==> config.mk <==
export PLATFORM = sky130hd
export DESIGN_NAME = cpu_run_ctrl
export DESIGN_NICKNAME = d
export VERILOG_FILES = /design/src/rtl/cpu_run_ctrl.sv
export SDC_FILE = /design/constraint.sdc
export NUM_CORES = 1
export LEC_CHECK = 0
export CORE_MARGIN = 8
export CORE_UTILIZATION = 60
export DETAILED_ROUTE_END_ITERATION = 8
export DONT_BUFFER_PORTS = 1
export PLACE_DENSITY = 0.74
export SLEW_MARGIN = 20
export SYNTH_ARGS = -nofsm -noshare
export SYNTH_HDL_FRONTEND = slang
export SYNTH_SLANG_ARGS = --single-unit
==> constraint.sdc <==
create_clock -name clk -period 3 [get_ports clk]
set_input_delay 0.45 -clock clk [delete_from_list [all_inputs] [get_ports clk]]
set_output_delay 0.45 -clock clk [all_outputs]
set_load 0.03 [all_outputs]
==> src/rtl/cpu_run_ctrl.sv <==
// Run/step/halt sequencer for the SAP core: turns debounced button pulses into a registered
// clock enable and reset for cpu_main. The enable comes at a programmable rate.
module cpu_run_ctrl #(
    parameter int unsigned DIV_W        = 24,
    parameter int unsigned RESET_CYCLES = 4
) (
    input  logic             clk,
    input  logic             reset_i,
    input  logic             rst_req_i,
    input  logic             run_req_i,
    input  logic             stop_req_i,
    input  logic             step_req_i,
    input  logic [DIV_W-1:0] div_i,
    input  logic             halt_i,
    output logic             clk_en_o,
    output logic             cpu_reset_o,
    output logic [2:0]       state_o,
    output logic [15:0]      tick_count_o
);

    localparam int unsigned CNT_W = $clog2(RESET_CYCLES + 1);

    typedef enum logic [2:0] {
        S_RST  = 3'd0,
        S_STOP = 3'd1,
        S_RUN  = 3'd2,
        S_STEP = 3'd3,
        S_HALT = 3'd4
    } state_t;

    state_t           state;
    logic [CNT_W-1:0] rst_cnt;
    logic [DIV_W-1:0] presc;

    assign state_o = state;

    always_ff @(posedge clk) begin
        if (reset_i) begin
            state        <= S_RST;
            rst_cnt      <= '0;
            presc        <= '0;
            tick_count_o <= '0;
            clk_en_o     <= 1'b0;
            cpu_reset_o  <= 1'b1;
        end else if (rst_req_i) begin
            // The request cycle already drives the first of the RESET_CYCLES reset cycles.
            state        <= (RESET_CYCLES == 1) ? S_STOP : S_RST;
            rst_cnt      <= CNT_W'(1);
            presc        <= '0;
            tick_count_o <= '0;
            clk_en_o     <= 1'b1;
            cpu_reset_o  <= 1'b1;
        end else begin
            clk_en_o    <= 1'b0;
            cpu_reset_o <= 1'b0;
            case (state)
                S_RST: begin
                    clk_en_o     <= 1'b1;
                    cpu_reset_o  <= 1'b1;
                    tick_count_o <= '0;
                    if (rst_cnt == CNT_W'(RESET_CYCLES - 1)) begin
                        state   <= S_STOP;
                        rst_cnt <= '0;
                    end else begin
                        rst_cnt <= rst_cnt + 1'b1;
                    end
                end
                S_STOP: begin
                    if (stop_req_i) begin
                        state <= S_STOP;
                    end else if (run_req_i) begin
                        state <= S_RUN;
                        presc <= '0;
                    end else if (step_req_i) begin
                        state        <= S_STEP;
                        clk_en_o     <= 1'b1;
                        tick_count_o <= tick_count_o + 16'd1;
                    end
                end
                S_RUN: begin
                    if (halt_i) begin
                        state <= S_HALT;
                    end else if (stop_req_i) begin
                        state <= S_STOP;
                    end else if (presc >= div_i) begin
                        // >= lets a lowered divider take effect without waiting for a wrap.
                        clk_en_o     <= 1'b1;
                        tick_count_o <= tick_count_o + 16'd1;
                        presc        <= '0;
                    end else begin
                        presc <= presc + 1'b1;
                    end
                end
                S_STEP: begin
                    state <= halt_i ? S_HALT : S_STOP;
                end
                S_HALT: begin
                    state <= S_HALT;
                end
                default: begin
                    state <= S_RST;
                end
            endcase
        end
    end

endmodule

==> impl_metrics.yaml <==
floorplanning:
  dieArea_sq_mm: 0.007148
  initial_utilization_pct: 60.89
  die_x_microns: 84.55
  coreArea_sq_mm: 0.004629
  die_h_microns: 84.55
  row_count: 25
  ios: 52
setup_path:
  cp_max_fo: 8
  cp_slowest_cell: "o2111ai_1"
  critPathKind: "reg2reg"
  worstPathRequired_ns: 3.24
  path_cells: "inv_1 -> ha_1 -> nand2b_1 -> a2111o_1 -> a31oi_1 -> o211ai_2 -> o2111ai_1 -> o21ai_0 -> a21oi_1"
  critPathCaptureType: "flop"
  cp.arrival_ns: 2.85
  max_stage_delay_ns: 0.51
  worstSetupStartpointType: "flop"
power_and_ir_drop:
  power_switching_mw: 0.2665
  pwr-share-comb_pct: 4.4
  total_leakage_power_nw: 1.236
  vdd_drop_max_v: 0.0002830
  power_frac_clock_pct: 41.9
  power.share.switching_pct: 22.24
  power_report.internal_total_mw: 0.9318
  power_frac_seq_pct: 53.7
  power_mw: 1.198
  power_density_mw_per_mm2: 398.4
placed_design:
  dp_hpwl_microns: 4577
  portBuffers: 0
  place_congestion: 0.8025
routing:
  vias: 2418
  wl_met3_microns: 356
  dr.pass1.iters: 4
  drc: 0
  top_layer: "met4"
  drt_iter0_drc: 84
  via_per_inst: 5.743
  postRouteAntennaNets: 0
  wl_per_cell_microns: 14.20
  wl_met1_microns: 2659
  wl_microns: 5977
  wl_met2_microns: 2893
synth:
  avgSynthCellArea_sq_um: 7.766
  synth_edf_count: 0
  netlist_instances: 363
  synthMuxAreaShare_pct: 0
  synth.net_count: 421
  yosysTopAreaCellShare_pct: 34.09
  synth_area_leaders: "dfxtp_1, ha_1, nor2_1"
  synth_xor_area_share_pct: 6.835
  seq_area_frac_synth_pct: 34.09
  yosys_warnings: 0
  synth_top_family_by_area: "simple AND/OR/NAND/NOR gates"
  syn_area_sq_mm: 0.002819
  synth-main-ff-cell: "dfxtp_1"
  async_flop_share_pct: 0
  yosysUniqueCellTypes: 39
  synth_simple_gate_area_share_pct: 27.03
  synth_compound_area_share_pct: 14.74
  synth_fa_ha_area_share_pct: 11.98
  synth_area_leader_cell: "dfxtp_1"
  synth-seq-cells: 48
clock_tree:
  cts.sinks: 48
  cts_hold_buffers: 0
  path_clk_slew_ns: 0.10
  cts-htree-levels: 2
  clockBufferDepth: 2
  cts_buffers: 5
  post_cts_buffers: 0
  cts_resized: 0
  cts_tree: "built"
  clk_latency_ns: 0.30
  root_buffer: "clkbuf_8"
layout:
  fillers: 410
  drive_gt1_share_pct: 4.087
  area_growth_pct: 6.702
  postLayoutCoreUtil_pct: 64.97
  fin_nets: 424
  diodes: 0
run_status:
  status: "finished, final reports clean"
sta:
  finalSetupViolations: 0
  finalHoldViolations: 0
  final_max_slew_viol_count: 0
  fin_crit_sh_pct: 86.85
  final.min_clock_period_ns: 2.606
  tns_ns: 0
  slew_headroom_pct: 50.70
  max_slew.worst_pin.slew_ns: 0.7338
  fin_skew_ns: 0.01203
  timing.fmax_ghz: 0.3838
  rsz0062_at_grt: "false"
global_routing:
  grt_pass1_vias: 2437
  grt_pass1_wl_microns: 10830
  antenna_found_initial: 0
  grt_usage_pct: 17.99
  grt.overflow.total: 0
  grt_max_degree: 25
job:
  maxCapViolations: 0
min_path:
  hold_path_class: "in2reg"
worst max-delay path, delay by kind of cell, from the launching register on:
family | cells | cell delay [ns]
compound gates | 6 | 1.68
flops | 1 | 0.39
fa+ha+maj | 1 | 0.26
simple gates | 1 | 0.14
buf+inv | 1 | 0.07
area by class of cell:
cell class | count | area [sq um] | area share, %
multi-input cells | 276 | 1708 | 56.78
flip-flops and latches | 48 | 960.9 | 31.95
inverters | 30 | 112.6 | 3.744
clock buffers | 6 | 82.58 | 2.745
well taps | 54 | 67.56 | 2.246
clock inverters | 2 | 38.79 | 1.290
repair buffers | 5 | 37.54 | 1.248
cell usage after synthesis, types with 4 or more instances:
library cell and number:
dfxtp_1 48, nor2_1 48, nand2_1 38, a21oi_1 32, inv_1 30, ha_1 27, nand3_1 16, xor2_1 15
and3_1 12, o21ai_0 11, o21ai_1 8, or3_1 8, xnor2_1 7, clkbuf_1 6, nand4_1 6, o211ai_1 6
or4_1 6, nand2b_1 5, and2_1 4
final timing paths:
path,start,endpoint,slack [ns],depth (start not counted)
max,presc[0],tick_count_o[9],0.39,9
min,reset_i,clk_en_o,0.21,1
max reg2reg,presc[0],tick_count_o[9],0.39,9
min reg2reg,rst_cnt[2],rst_cnt[2],0.43,2
layout by cell type, fill, tap and decap left out, types with 2 or more instances in the layout:
master / n
nor2_1: 48
a31oi_1: 2
buf_4: 5
nand3_1: 16
o2111ai_1: 2
inv_1: 30
nand2b_1: 5
dfxtp_1: 48
a21oi_1: 32
clkbuf_8: 6
xnor2_1: 7
o21ai_1: 8
o21ai_0: 11
nand4_1: 6
and3_1: 12
nor2b_1: 2
xor2_1: 15
or2_1: 3
or4_1: 6
and2_1: 4
a211oi_1: 2
o211ai_1: 6
or3_1: 8
ha_1: 27
nor3_1: 2
o31ai_1: 2
nand2_1: 38
power groups by stage:
stage	Clock, mW	Sequential, mW	Combinational, mW
after global placement	0	0.659	0.0513
final	0.502	0.644	0.0526
after global routing	0.537	0.644	0.0630
after CTS	0.506	0.644	0.0538
after floorplan	0	0.658	0.0418
after detailed placement	0	0.659	0.0534
metrics by stage:
stage | hold slack (ns) | area (sq um) | std cells | worst slack [ns]
after floorplan | 0.4069 | 2819 | 363 | 0.5569
after global placement | 0.4121 | 2887 | 413 | 0.3799
after detailed placement | 0.4189 | 2887 | 413 | 0.2797
after CTS | 0.2033 | 3008 | 421 | 0.3417
after global routing | 0.2027 | 3008 | 421 | 0.1255
final | 0.2108 | 3008 | 421 | 0.3944
logic make-up after synthesis:
group / Yosys count
and+or+nand+nor: 156
AOI/OAI and AO/OA: 71
DFF: 48
buffers and inverters: 39
adders and majority gates: 27
xor gates and xnor gates: 22
metal layers:
layer | up-vias | track usage [%]
met1 | 1106 | 20.28
met3 | 7 | 6.146
met5 | - | 0
met4 | 0 | 5.178
li1 | 1267 | -
met2 | 38 | 31.21
flip-flops by register name (all words and copies together), names as in the netlist:
register      count
cpu_reset_o       1
tick_count_o     16
clk_en_o          1
presc            24
state_o           3
rst_cnt           3
Note: power is estimated with default switching activity, not from simulation.
